`src/rtl/control_sequencer_if.sv`:
```
// Datapath-facing signals of the control sequencer: instruction and memory
// handshake in, bus-enable / register-load strobes and status out.
interface control_sequencer_if;
    logic [31:0] IR;
    logic        Mem_ready;
    logic        Stop;

    logic        PCout;
    logic        MARin;
    logic        IncPC;
    logic        PCin;
    logic        Read;
    logic        MDRin;
    logic        MDRout;
    logic        IRin;
    logic        Yin;
    logic        Zin;
    logic        Zhighout;
    logic        Zlowout;
    logic        HIin;
    logic        LOin;
    logic        Gra;
    logic        Grb;
    logic        Grc;
    logic        Rin;
    logic        Rout;
    logic [4:0]  opcode;
    logic        Run;
    logic        Mem_fault;
    logic        Illegal;

    modport master (
        output IR, Mem_ready, Stop,
        input  PCout, MARin, IncPC, PCin, Read, MDRin, MDRout, IRin,
               Yin, Zin, Zhighout, Zlowout, HIin, LOin, Gra, Grb, Grc,
               Rin, Rout, opcode, Run, Mem_fault, Illegal
    );

    modport slave (
        input  IR, Mem_ready, Stop,
        output PCout, MARin, IncPC, PCin, Read, MDRin, MDRout, IRin,
               Yin, Zin, Zhighout, Zlowout, HIin, LOin, Gra, Grb, Grc,
               Rin, Rout, opcode, Run, Mem_fault, Illegal
    );
endinterface

```
`src/rtl/control_sequencer.sv`:
```
// Hardwired control unit: fetches, decodes IR[31:27] and issues one datapath
// control step per clock for R-format ALU, mul/div and neg/not instructions.
//
//  state   | meaning
//  --------+-----------------------------------------------------------
//  S_RESET | held in reset, all outputs 0
//  S_T0    | PC -> MAR, PC incremented
//  S_T1    | memory read, waiting on Mem_ready (bounded by MEM_WAIT_MAX)
//  S_T2    | MDR -> IR, instruction class decoded
//  S_T3    | first execute step (operand into Y, or neg/not ALU op)
//  S_T4    | ALU op (R, mul/div) or neg/not writeback
//  S_T5    | R-format writeback, or LO load for mul/div
//  S_T6    | HI load for mul/div
//  S_HALT  | stopped; only reset leaves
module control_sequencer #(
    parameter int MEM_WAIT_MAX = 15
) (
    input logic                 clk,
    input logic                 rst_n,
    control_sequencer_if.slave  bus
);

    localparam int CW = $clog2(MEM_WAIT_MAX + 1);
    localparam logic [CW-1:0] WAIT_LAST = CW'(MEM_WAIT_MAX);

    typedef enum logic [3:0] {
        S_RESET, S_T0, S_T1, S_T2, S_T3, S_T4, S_T5, S_T6, S_HALT
    } state_t;

    typedef enum logic [2:0] {
        C_R, C_MD, C_NN, C_NOP, C_HALT, C_ILL
    } cls_t;

    typedef struct packed {
        logic pc_out;
        logic mar_in;
        logic inc_pc;
        logic pc_in;
        logic read;
        logic mdr_in;
        logic mdr_out;
        logic ir_in;
        logic y_in;
        logic z_in;
        logic zhigh_out;
        logic zlow_out;
        logic hi_in;
        logic lo_in;
        logic gra;
        logic grb;
        logic grc;
        logic r_in;
        logic r_out;
        logic run;
    } strobe_t;

    state_t        state_q, state_d, finish_st;
    cls_t          cls_q, cls_d;
    logic [CW-1:0] cnt_q, cnt_d;
    strobe_t       str_q;
    logic [4:0]    op;
    logic          unused_fields;

    assign op            = bus.IR[31:27];
    assign unused_fields = ^bus.IR[26:0];

    function automatic cls_t decode(input logic [4:0] code);
        if (code >= 5'd3 && code <= 5'd11)     return C_R;
        else if (code == 5'd15 || code == 5'd16) return C_MD;
        else if (code == 5'd17 || code == 5'd18) return C_NN;
        else if (code == 5'd26)                return C_NOP;
        else if (code == 5'd27)                return C_HALT;
        else                                   return C_ILL;
    endfunction

    function automatic strobe_t strobes(input state_t s, input cls_t c);
        strobe_t o;
        o = '0;
        o.run = (s != S_RESET) && (s != S_HALT);
        case (s)
            S_T0: begin
                o.pc_out = 1'b1;
                o.mar_in = 1'b1;
                o.inc_pc = 1'b1;
                o.pc_in  = 1'b1;
            end
            S_T1: begin
                o.read   = 1'b1;
                o.mdr_in = 1'b1;
            end
            S_T2: begin
                o.mdr_out = 1'b1;
                o.ir_in   = 1'b1;
            end
            S_T3: begin
                case (c)
                    C_R:  begin o.grb = 1'b1; o.r_out = 1'b1; o.y_in = 1'b1; end
                    C_MD: begin o.gra = 1'b1; o.r_out = 1'b1; o.y_in = 1'b1; end
                    C_NN: begin o.grb = 1'b1; o.r_out = 1'b1; o.z_in = 1'b1; end
                    default: ;
                endcase
            end
            S_T4: begin
                case (c)
                    C_R:  begin o.grc = 1'b1; o.r_out = 1'b1; o.z_in = 1'b1; end
                    C_MD: begin o.grb = 1'b1; o.r_out = 1'b1; o.z_in = 1'b1; end
                    C_NN: begin o.zlow_out = 1'b1; o.gra = 1'b1; o.r_in = 1'b1; end
                    default: ;
                endcase
            end
            S_T5: begin
                case (c)
                    C_R:  begin o.zlow_out = 1'b1; o.gra = 1'b1; o.r_in = 1'b1; end
                    C_MD: begin o.zlow_out = 1'b1; o.lo_in = 1'b1; end
                    default: ;
                endcase
            end
            S_T6: begin
                o.zhigh_out = 1'b1;
                o.hi_in     = 1'b1;
            end
            default: ;
        endcase
        return o;
    endfunction

    // Stop only matters on the last step of an instruction
    assign finish_st = bus.Stop ? S_HALT : S_T0;

    always_comb begin
        state_d = state_q;
        cls_d   = cls_q;
        cnt_d   = cnt_q;
        case (state_q)
            S_RESET: state_d = S_T0;
            S_T0: begin
                state_d = S_T1;
                cnt_d   = '0;
            end
            S_T1: begin
                if (bus.Mem_ready)          state_d = S_T2;
                else if (cnt_q == WAIT_LAST) state_d = S_HALT;
                else                        cnt_d   = cnt_q + 1'b1;
            end
            S_T2: begin
                cls_d = decode(op);
                case (cls_d)
                    C_R, C_MD, C_NN: state_d = S_T3;
                    C_HALT:          state_d = S_HALT;
                    default:         state_d = finish_st;
                endcase
            end
            S_T3:    state_d = S_T4;
            S_T4:    state_d = (cls_q == C_NN) ? finish_st : S_T5;
            S_T5:    state_d = (cls_q == C_MD) ? S_T6 : finish_st;
            S_T6:    state_d = finish_st;
            S_HALT:  state_d = S_HALT;
            default: state_d = S_RESET;
        endcase
    end

    // Strobes are registered from the upcoming state so they line up with it
    always_ff @(posedge clk or negedge rst_n) begin
        if (!rst_n) begin
            state_q <= S_RESET;
            cls_q   <= C_NOP;
            cnt_q   <= '0;
            str_q   <= '0;
        end else begin
            state_q <= state_d;
            cls_q   <= cls_d;
            cnt_q   <= cnt_d;
            str_q   <= strobes(state_d, cls_d);
        end
    end

    assign bus.PCout     = str_q.pc_out;
    assign bus.MARin     = str_q.mar_in;
    assign bus.IncPC     = str_q.inc_pc;
    assign bus.PCin      = str_q.pc_in;
    assign bus.Read      = str_q.read;
    assign bus.MDRin     = str_q.mdr_in;
    assign bus.MDRout    = str_q.mdr_out;
    assign bus.IRin      = str_q.ir_in;
    assign bus.Yin       = str_q.y_in;
    assign bus.Zin       = str_q.z_in;
    assign bus.Zhighout  = str_q.zhigh_out;
    assign bus.Zlowout   = str_q.zlow_out;
    assign bus.HIin      = str_q.hi_in;
    assign bus.LOin      = str_q.lo_in;
    assign bus.Gra       = str_q.gra;
    assign bus.Grb       = str_q.grb;
    assign bus.Grc       = str_q.grc;
    assign bus.Rin       = str_q.r_in;
    assign bus.Rout      = str_q.r_out;
    assign bus.Run       = str_q.run;
    assign bus.opcode    = str_q.z_in ? op : 5'b00000;
    assign bus.Mem_fault = (state_q == S_T1) && !bus.Mem_ready && (cnt_q == WAIT_LAST);
    assign bus.Illegal   = (state_q == S_T2) && (decode(op) == C_ILL);

endmodule

```
`src/flat_wrapper.sv`:
```
// flat-port wrapper written by rule: the top's interface ports become plain ports
module control_sequencer_flat 
#(
    parameter int MEM_WAIT_MAX = 15
)
  (clk, rst_n, bus_IR, bus_Mem_ready, bus_Stop, bus_PCout, bus_MARin, bus_IncPC, bus_PCin, bus_Read, bus_MDRin, bus_MDRout, bus_IRin, bus_Yin, bus_Zin, bus_Zhighout, bus_Zlowout, bus_HIin, bus_LOin, bus_Gra, bus_Grb, bus_Grc, bus_Rin, bus_Rout, bus_opcode, bus_Run, bus_Mem_fault, bus_Illegal);
  control_sequencer_if bus_i ();
  input logic clk;
  input logic rst_n;
  input wire logic [$bits(bus_i.IR)-1:0] bus_IR;
  input wire logic [$bits(bus_i.Mem_ready)-1:0] bus_Mem_ready;
  input wire logic [$bits(bus_i.Stop)-1:0] bus_Stop;
  output wire logic [$bits(bus_i.PCout)-1:0] bus_PCout;
  output wire logic [$bits(bus_i.MARin)-1:0] bus_MARin;
  output wire logic [$bits(bus_i.IncPC)-1:0] bus_IncPC;
  output wire logic [$bits(bus_i.PCin)-1:0] bus_PCin;
  output wire logic [$bits(bus_i.Read)-1:0] bus_Read;
  output wire logic [$bits(bus_i.MDRin)-1:0] bus_MDRin;
  output wire logic [$bits(bus_i.MDRout)-1:0] bus_MDRout;
  output wire logic [$bits(bus_i.IRin)-1:0] bus_IRin;
  output wire logic [$bits(bus_i.Yin)-1:0] bus_Yin;
  output wire logic [$bits(bus_i.Zin)-1:0] bus_Zin;
  output wire logic [$bits(bus_i.Zhighout)-1:0] bus_Zhighout;
  output wire logic [$bits(bus_i.Zlowout)-1:0] bus_Zlowout;
  output wire logic [$bits(bus_i.HIin)-1:0] bus_HIin;
  output wire logic [$bits(bus_i.LOin)-1:0] bus_LOin;
  output wire logic [$bits(bus_i.Gra)-1:0] bus_Gra;
  output wire logic [$bits(bus_i.Grb)-1:0] bus_Grb;
  output wire logic [$bits(bus_i.Grc)-1:0] bus_Grc;
  output wire logic [$bits(bus_i.Rin)-1:0] bus_Rin;
  output wire logic [$bits(bus_i.Rout)-1:0] bus_Rout;
  output wire logic [$bits(bus_i.opcode)-1:0] bus_opcode;
  output wire logic [$bits(bus_i.Run)-1:0] bus_Run;
  output wire logic [$bits(bus_i.Mem_fault)-1:0] bus_Mem_fault;
  output wire logic [$bits(bus_i.Illegal)-1:0] bus_Illegal;
  assign bus_i.IR = bus_IR;
  assign bus_i.Mem_ready = bus_Mem_ready;
  assign bus_i.Stop = bus_Stop;
  assign bus_PCout = bus_i.PCout;
  assign bus_MARin = bus_i.MARin;
  assign bus_IncPC = bus_i.IncPC;
  assign bus_PCin = bus_i.PCin;
  assign bus_Read = bus_i.Read;
  assign bus_MDRin = bus_i.MDRin;
  assign bus_MDRout = bus_i.MDRout;
  assign bus_IRin = bus_i.IRin;
  assign bus_Yin = bus_i.Yin;
  assign bus_Zin = bus_i.Zin;
  assign bus_Zhighout = bus_i.Zhighout;
  assign bus_Zlowout = bus_i.Zlowout;
  assign bus_HIin = bus_i.HIin;
  assign bus_LOin = bus_i.LOin;
  assign bus_Gra = bus_i.Gra;
  assign bus_Grb = bus_i.Grb;
  assign bus_Grc = bus_i.Grc;
  assign bus_Rin = bus_i.Rin;
  assign bus_Rout = bus_i.Rout;
  assign bus_opcode = bus_i.opcode;
  assign bus_Run = bus_i.Run;
  assign bus_Mem_fault = bus_i.Mem_fault;
  assign bus_Illegal = bus_i.Illegal;
  control_sequencer #(.MEM_WAIT_MAX(MEM_WAIT_MAX)) u_core (.clk(clk), .rst_n(rst_n), .bus(bus_i));
endmodule
```
`config.mk`:
```
export PLATFORM = sky130hd
export DESIGN_NAME = control_sequencer_flat
export DESIGN_NICKNAME = d
export VERILOG_FILES = /design/src/rtl/control_sequencer_if.sv /design/src/rtl/control_sequencer.sv /design/src/flat_wrapper.sv
export SDC_FILE = /design/constraint.sdc
export NUM_CORES = 1
export LEC_CHECK = 0
export BUFFER_PORTS_ARGS = -buffer_cell sky130_fd_sc_hd__buf_4
export CORE_MARGIN = 3
export CORE_UTILIZATION = 48
export DETAILED_ROUTE_END_ITERATION = 10
export GPL_TIMING_DRIVEN = 0
export PLACE_DENSITY = 0.79
export SLEW_MARGIN = 20
export SYNTH_ARGS = -nofsm -noshare
export SYNTH_HDL_FRONTEND = slang
export SYNTH_SLANG_ARGS = --single-unit
```
`constraint.sdc`:
```
create_clock -name clk -period 2.8 [get_ports clk]
set_input_delay 0.28 -clock clk [delete_from_list [all_inputs] [get_ports clk]]
set_output_delay 0.28 -clock clk [all_outputs]
set_load 0.01 [all_outputs]
```
**After elaboration in Yosys (flattened, before gate mapping)**

Cells that the tools add are included.

- Bitwise gates (word level): 0
- $mul: 0
- Add/subtract/negate cells: 1
- Reductions and logical operators: 18
- Div/mod/pow operators: 0
- Equal/unequal tests: 33
- Mux-type cells: 37
- Magnitude comparators: 2
- Shift operators: 0

Operators with widths:

| cell | number |
|---|---|
| $pmux 4 s9 | 1 |
| $eq 4x3->1 const B | 8 |
| $mux 4 | 8 |
| $eq 5x5->1 const B | 5 |
| $mux 3 | 6 |
| $eq 4x2->1 const B | 4 |
| $pmux 4 s2 | 2 |
| $mux 1 | 11 |
| $pmux 1 s2 | 5 |
| $eq 3x1->1 const B | 3 |
| $eq 3x2->1 const B | 3 |
| $eq 4x1->1 const B | 2 |
| $eq 4x4->1 const B | 2 |
| $eq 3x3->1 const B | 2 |
| $logic_not 3->1 | 2 |
| $reduce_or 3->1 | 2 |
| $eq 5x4->1 const B | 1 |
| $ge 5x2->1 const B | 1 |
| $le 5x4->1 const B | 1 |
| $logic_and 1x1->1 | 5 |
| $mux 5 | 1 |
| $add 4x1->4 const B | 1 |
| $logic_not 4->1 | 1 |
| $mux 2 | 2 |
| other kinds (9) | 12 |

- Bits in writable memories: 0
- Flip-flop bits (word level): 30
- Input bits: 36
- Latch bits: 0
- Output and inout port bits: 27
- Memories kept: 0
- Memory bits (read-only): 0
- Word-level logic and storage cells: 113

**Longest topological paths before layout**

Gate-level depths: netlist of run 1.

- Depth after elaboration: 13
- Gate-level depth with buffers: 8
- Gate-level depth less buffers: 7

**Worst setup path after synthesis of run 1**

OpenSTA, ideal clock, no wires.

- Path type: register -> register
- Start point: register u_core.cls_q[0] (netlist name)
- End point: register u_core.cnt_q[0]
- Period minus slack after synthesis: 1.953 ns
- Data required time: 2.675 ns
- Stages on the path, launching flop included: 7
- Setup slack: 0.847 ns
- Path buffers: 0
- Setup time: 0.125 ns
- Arrival: 1.828 ns
- Path through: dfstp_2 or3b_1 a31o_1 a211oi_2 a21o_4 nor3b_4 mux2_4

RTL lines:

| item | line | source |
|---|---|---|
| to (signal assigned) | control_sequencer.sv:172 | `cnt_q <= cnt_d;` |
| to (decl) | control_sequencer.sv:59 | `logic [CW-1:0] cnt_q, cnt_d;` |

**Worst setup path in the final report of run 1**

- Start point: register u_core.cnt_q[0]
- End point: register u_core.cnt_q[0]

- Cells in the longest elaborated chain, start to end: 4
- Elaborated cells between the ends (all ways): 7
- Classes of those cells: add/sub: 1; eq/ne: 2; mux: 3; reduce/logical: 1

Ends and longest elaborated chain:

| item | line | source |
|---|---|---|
| $add 4x1->4 | control_sequencer.sv:143 | `else cnt_d = cnt_q + 1'b1;` |
| $mux 4 | control_sequencer.sv:142 | `else if (cnt_q == WAIT_LAST) state_d = S_HALT;` |
| $mux 4 | control_sequencer.sv:141 | `if (bus.Mem_ready) state_d = S_T2;` |
| $pmux 4 s2 | control_sequencer.sv:134 | `case (state_q)` |

Parallel ways exist; a longest one is shown, timed or not. The select of a mux whose other input is x is not followed.
A chain may end at the register's enable or synchronous reset.

==> results by group, run 1 <==
Run status
  • Status: finished, final reports clean

Setup path
  • CP required: ~3000 ps
  • Worst Reg2Reg Path Length in Cells: 6
  • R2r setup slk: between 600 and 700 ps
  • Crit Path Class: reg2reg
  • Crit path launch type: flop
  • Arrival @ worst endpoint: roughly 2300 ps
  • FF-to-FF End: u_core.cnt_q[0]
  • CP Capture Type: flop
  • Peak fanout along the critical path: 5
  • Worst r2r src: u_core.cnt_q[0]

Final layout
  • Biggest regs: u_core.cnt_q x4, u_core.state_q x4, u_core.cls_q x3
  • Number of diodes: 0
  • Nets: 236
  • Layout cells sized above 1: 33.33%
  • Layout area overhead: 21.64%

Synth
  • Syn Area/Cell: a little under 10 um^2
  • Mapped Nets: around 200
  • Warnings, synthesis: 0
  • Mapped Area: about 1600 um^2
  • Synth Flop Type: dfrtp_1
  • Netlist cell types: between 50 and 60
  • Count leader, synth: dfrtp_1
  • Post-Syn Instances: 160
  • Post-synth top area share: a little over a third
  • Top cells by area, synth: dfrtp_1 (37%), nor2_1 (4.1%), buf_4 (3.8%)
  • #FFs+latches synth: 25
  • Share of the yosys chip area belonging to registers: 39.94%
  • Post-synth EDFFs: 0
  • Post-synth top cells: dfrtp_1 (23), nor2_1 (17), nand2_1 (16)
  • FFs w/ async S/R, synth: between 90% and 100%
  • Synth area leader: dfrtp_1

Floorplanning
  • Starting Density: about half
  • Die area: 3999 um^2
  • Core ar.: between 3000 and 4000 um^2
  • Die Span X: roughly 63 um
  • Die extent in y: ~63 um
  • I/O pins: 63
  • Row Count: 20

Routing
  • Routed WL: 3.312 mm
  • Antenna-violating nets left: 0
  • First-pass iteration count of the detailed router: 4
  • Routed len/inst: 13.69 um
  • Highest metal used: met4
  • Routed length on met1: ~1.5 mm
  • Total number of vias: roughly 1300
  • Via/cell ratio: about 5.5
  • Drt drc: 0
  • Routed wl met2: 1.569 mm
  • Routed length on met3: 160 um
  • Number of DRC markers in iteration 0: 50

GRT
  • Global Route Usage Sum: 17.30%
  • Initial antenna violation count: 0
  • First-pass GRT wire length: about 5.6 mm
  • Number of global-route vias before repair: between 1000 and 1500
  • Total grt overflow: 0
  • Pin count of the biggest net entering global routing: 26

STA
  • Slew HR: 71.22%
  • Final min period: between 2000 and 2500 ps
  • Fmax: 472.0 MHz
  • Final Cycle Share: around 76%
  • Setup TNS Final: 0 ps
  • # setup viols final: 0
  • Final hold vios: 0
  • Worst-Margin Slew: 431.7 ps
  • Clock Skew: 4.714 ps
  • RSZ-0062 raised after global routing: no
  • Pins Over Slew Limit: 0
  • Final worst slack: between 600 and 700 ps

Clock network
  • CTS sink cnt: 25
  • H-tree levels: 1
  • Maximum clock path buffer count: 2
  • CTS tree: done
  • Clock Latency Late Sink: ~320 ps
  • CTS root buf: clkbuf_4
  • Num CTS Buffers: 3
  • Clk slew on worst S/H paths: 130 ps

Worst hold path
  • Worst Hold Class: in2reg
  • Hold depth: 2
  • Hold path startpoint: bus_Mem_ready
  • Hold Path End: u_core.bus.IRin

Power and ir drop
  • IR drop worst, VDD: between 0.0002 and 0.0003 V
  • Leakage power total: between 0.9 and 1 nW
  • PD cells: just over 800 nW/um^2
  • Total power: ~1.6 mW

Place
  • Post-Place Setup Slack: approximately 720 ps
  • Final Wtd Congestion: ~0.94
  • Dpl hpwl: 2.460 mm
  • Port Buffers: 33

Flow run
  • Max_cap viols: 0
cell type report:
cell class | count | area (um^2)
tap | 44 | 55.05
inverter | 5 | 18.77
multi-input combinational | 117 | 824.5
timing repair buffer | 34 | 257.7
clock inverter | 1 | 5.005
sequential | 25 | 628.1
buffer | 13 | 101.3
clock buffer | 3 | 22.52
fill | 280 | 1165
cell families after synthesis:
family                     count (synthesis)  share of synthesized area [%]
xor gates and xnor gates                   1                         0.5570
muxes                                      4                          2.864
and+or+nand+nor                           77                          28.96
DFF                                       25                          39.94
adders and majority gates                  1                         0.7954
AOI/OAI and AO/OA                         34                          19.25
buffers and inverters                     18                          7.638
where the power goes:
part / leakage [nW] / internal (mW) / switching, mW
clock: 0.0177 / 0.0536 / 0.109
sequential: 0.329 / 0.465 / 0.0798
combinational: 0.579 / 0.401 / 0.474
worst max-delay path by stage:
stage,depth (start not counted),from,to
global route,7,u_core.cnt_q[0],u_core.cnt_q[3]
finish,6,u_core.cnt_q[0],u_core.cnt_q[0]
CTS,6,u_core.cnt_q[0],u_core.cnt_q[0]
global placement,6,u_core.cnt_q[0],u_core.cnt_q[0]
floorplan,6,u_core.cls_q[0],u_core.cnt_q[0]
detailed placement,6,u_core.cnt_q[0],u_core.cnt_q[0]
timing repair:
action,CTS,global route
resized for setup,0,0
hold buffers,1,0
buffers inserted,0,0
endpoints found under the hold margin,23,0
layer usage:
| metal | vias to the layer above | global-route usage [%] |
|---|---|---|
| met5 | - | 0 |
| met4 | 0 | 6.469 |
| met3 | 4 | 1.783 |
| met2 | 44 | 28.85 |
| met1 | 637 | 23.21 |
| li1 | 640 | - |
through the flow:
step           std cells  utilization (%)  hold slack [ps]  area, um^2
5_1_grt              242            62.15            214.7        1913
4_1_cts              242            62.15            209.7        1913
6_report             242            62.15            213.7        1913
3_3_place_gp         237            60.93            189.3        1876
2_1_floorplan        160                -           -15.59        1573
3_5_place_dp         237            60.93            202.3        1876
layout by cell type (no fill, tap or decap), drive strengths merged, types with 2 or more instances in the layout:
cell	netlist	routed
or3b	2	2
dfstp	2	2
or4	3	3
and2b	2	2
nor3b	3	3
clkbuf	2	5
nand2	17	17
dfrtp	23	23
a21o	2	2
a311oi	3	3
o21bai	2	2
mux2i	3	3
nand2b	5	5
nor3	2	2
and3	3	3
nand4	2	2
a211oi	4	4
buf	11	44
nor2b	2	2
o21ai	11	11
a21boi	3	3
or3	3	3
inv	5	5
and2	6	6
a21oi	4	4
nand3	3	3
nor2	17	17
worst max-delay path, cell delays in order (launching register included):
cell,delay (ps)
dfrtp_1,430
ha_1,230
nand4b_1,180
a211oi_1,140
a311oi_4,400
nor3b_4,320
mux2_4,320
Note: power is estimated with default switching activity, not from simulation.
==> inputs of run 2 (changes only) <==
Settings changed: CORE_UTILIZATION 48 to 43, PLACE_DENSITY 0.79 to 0.75.
Clock period 2.8 ns to 1.7 ns, I/O delays scaled along.
==> run 2 against run 1 <==
Effect of this change: the run now ends with negative setup slack left; clock skew down 0.94 ps; cell area up 15%; fmax up 6.5%; critical path depth unchanged; via count up 5.9%; combinational power up 130%; sequential share of layout area down 4.2 points; largest power group unchanged; wire length up 13%; total power up 100%; die area up 10%; setup slack worse by 970 ps.
==> results by group, run 2 (synthesized netlist as in run 1, its figures left out) <==
Clock network
  • Clk slew on worst S/H paths: 130 ps (about the same)
  • CTS sink cnt: 25 (unchanged)
  • Maximum clock path buffer count: 2 (unchanged)
  • H-tree levels: 1 (unchanged)
  • Clock Latency Late Sink: 320 ps (about the same)
  • CTS tree: done (unchanged)
  • Num CTS Buffers: 3 (unchanged)
  • CTS root buf: clkbuf_4 (unchanged)

GRT
  • First-pass GRT wire length: 6.203 mm (was 5.609 mm)
  • Total grt overflow: 0 (unchanged)
  • Initial antenna violation count: 0 (unchanged)
  • Number of global-route vias before repair: 1347 (was 1213)
  • Pin count of the biggest net entering global routing: 26 (unchanged)
  • Global Route Usage Sum: 17.79% (was 17.30%)

Routing
  • First-pass iteration count of the detailed router: 4 (unchanged)
  • Drt drc: 0 (unchanged)
  • Number of DRC markers in iteration 0: 65 (was 50)
  • Via/cell ratio: 5.314 (was 5.475)
  • Antenna-violating nets left: 0 (unchanged)
  • Routed WL: 3.747 mm (was 3.312 mm)
  • Routed len/inst: 14.19 um (was 13.69 um)
  • Total number of vias: 1403 (was 1325)

Setup path
  • Crit path cell chain: and2b_2 -> o21ai_1 -> a311oi_4 -> nand4_1 -> or4_1 -> o21ai_1 (was ha_1 -> nand4b_1 -> a211oi_1 -> a311oi_4 -> nor3b_4 -> mux2_4)
  • R2r setup slk: -290 ps (was 680 ps)
  • CP required: 1950 ps (was 3020 ps)
  • CP Capture Type: flop (unchanged)
  • Worst stage delay on the critical path: 450 ps (was 430 ps)
  • Arrival @ worst endpoint: 2240 ps (was 2340 ps)
  • Crit path launch type: flop (unchanged)
  • Peak fanout along the critical path: 5 (unchanged)
  • Highest-delay cell along the critical path: dfrtp_1 (unchanged)
  • Worst r2r src: u_core.state_q[1] (was u_core.cnt_q[0])
  • Top cell by count, worst path: o21ai_1
  • FF-to-FF End: u_core.cnt_q[3] (was u_core.cnt_q[0])
  • Worst Reg2Reg Path Length in Cells: 6 (unchanged)
  • Crit Path Class: reg2reg (unchanged)

Final layout
  • Finished Cell Area: 2196 um^2 (was 1913 um^2)
  • Layout cells sized above 1: 50.00% (was 33.33%)
  • Post-layout util: 64.29% (was 62.15%)
  • Area of the multi-input gates: 934.6 um^2 (was 824.5 um^2)
  • Number of diodes: 0 (unchanged)
  • Fin cells: 264 (was 242)
  • # fillers: 284 (was 280)
  • Sequential cell area: 629.4 um^2 (was 628.1 um^2)
  • Highest-count cells in the layout ignoring fill and taps: buf_4 (60), dfrtp_1 (22), nand2_1 (15), nor2_1 (14) (was buf_4 (41), dfrtp_1 (23), nor2_1 (17), nand2_1 (16))
  • Most common cell after layout, fill and taps aside: buf_4 (unchanged)
  • Nets: 256 (was 236)
  • Layout area overhead: 39.62% (was 21.64%)
  • Biggest regs: u_core.cnt_q x4, u_core.state_q x4, u_core.cls_q x3 (unchanged)

STA
  • Final Cycle Share: 117.0% (was 75.67%)
  • Setup TNS Final: -2189 ps (was 0 ps)
  • Slew HR: 67.15% (was 71.22%)
  • Final min period: 1990 ps (was 2119 ps)
  • Clock Skew: 3.774 ps (was 4.714 ps)
  • # setup viols final: 14 (was 0)
  • Pins Over Slew Limit: 0 (unchanged)
  • Final hold vios: 0 (unchanged)
  • Worst-Margin Slew: 489.7 ps (was 431.7 ps)
  • RSZ-0062 raised after global routing: yes (was no)
  • Fmax: 502.6 MHz (was 472.0 MHz)
  • Final worst slack: -289.8 ps (was 681.3 ps)

Floorplanning
  • Starting Density: 46.04% (was 51.10%)
  • Die Span X: 66.48 um (was 63.24 um)
  • Row Count: 21 (was 20)
  • Core ar.: 3416 um^2 (was 3078 um^2)
  • Die extent in y: 66.48 um (was 63.24 um)
  • Die area: 4419 um^2 (was 3999 um^2)
  • I/O pins: 63 (unchanged)

Run status
  • Failing checks: negative setup slack
  • Status: finished, violations left (was finished, final reports clean)

Place
  • Port Buffers: 33 (unchanged)
  • Cell Area, Placed: 1887 um^2 (was 1876 um^2)
  • Dpl hpwl: 2.572 mm (was 2.460 mm)
  • Final Wtd Congestion: 0.8985 (was 0.9412)
  • Post-Place Setup Slack: -364.1 ps (was 722.4 ps)
  • Placed insts: 239 (was 237)

Worst hold path
  • Hold depth: 2 (unchanged)
  • Hold Path End: u_core.bus.Run (was u_core.bus.IRin)
  • Hold path startpoint: bus_Stop (was bus_Mem_ready)
  • Worst Hold Class: in2reg (unchanged)

Power and ir drop
  • PD cells: 1441 nW/um^2 (was 827.4 nW/um^2)
  • IR drop worst, VDD: 0.0005365 V (was 0.0002683 V)
  • Leakage power total: 1.046 nW (was 0.9257 nW)

Flow run
  • Max_cap viols: 0 (unchanged)
-- run 2: changes by cell type in the layout (fill, tap and decap cells not counted), sizes merged --
cell    previous run  this run
clkbuf             5         3
buf               44        66
-- run 2: power breakdown --
| group | leakage (nW) | total (mW) | internal, mW | switching (mW) |
|---|---|---|---|---|
| registers | 0.328 | 0.895 | 0.768 | 0.127 |
| clock network | 0.0177 | 0.258 | 0.0881 | 0.170 |
| logic | 0.701 | 2.01 | 1.04 | 0.975 |
-- run 2: area by class of cell --
class | count | area share, %
multi-input cells | 117 | 42.56
flip-flops and latches | 25 | 28.66
repair buffers | 54 | 18.92
plain buffers | 13 | 5.128
well taps | 46 | 2.621
clock buffers | 3 | 1.026
inverters | 5 | 0.8547
clock inverters | 1 | 0.2279
-- run 2: how the worst max path moves through the flow --
stage          slack [ps]              start  depth (start not counted)         endpoint
4_1_cts              -290    u_core.cls_q[0]                          6  u_core.cnt_q[0]
6_report             -290  u_core.state_q[1]                          6  u_core.cnt_q[3]
5_1_grt              -390    u_core.cls_q[0]                          6  u_core.cnt_q[3]
3_5_place_dp         -360    u_core.cls_q[0]                          6  u_core.cnt_q[3]
2_1_floorplan        -210    u_core.cls_q[0]                          6  u_core.cnt_q[0]
3_3_place_gp         -320    u_core.cnt_q[0]                          6  u_core.cnt_q[0]
-- run 2: metrics by stage --
| step | hold slack [ps] | power [mW] |
|---|---|---|
| after floorplan | -125.6 | 1.943 |
| after global placement | 81.87 | 2.328 |
| after detailed placement | 89.70 | 2.356 |
| after CTS | 46.85 | 2.944 |
| after global routing | 42.68 | 3.383 |
| final | 59.36 | 3.163 |
-- run 2: worst max-delay path, delay by kind of cell (launching register included) --
kind | cells | cell delay, ps
AO/OA/AOI/OAI | 3 | 580
flip-flops | 1 | 450
AND/OR/NAND/NOR | 3 | 900
-- run 2: layer usage --
layer	GRT usage (%)	part of all wire [%]	vias to the layer above
li1	-	-	683
met3	1.180	3.4	7
met5	0	0	-
met4	4.569	1.4	0
met2	30.24	50	37
met1	24.49	45	676
-- run 2: timing repair --
item                       4_1_cts  5_1_grt
hold buffers                     1        0
hold endpoints to repair        23        0
setup endpoints to repair       17       18
setup buffers                   16        4
gates resized for setup         19       18
pin swaps                       10        3
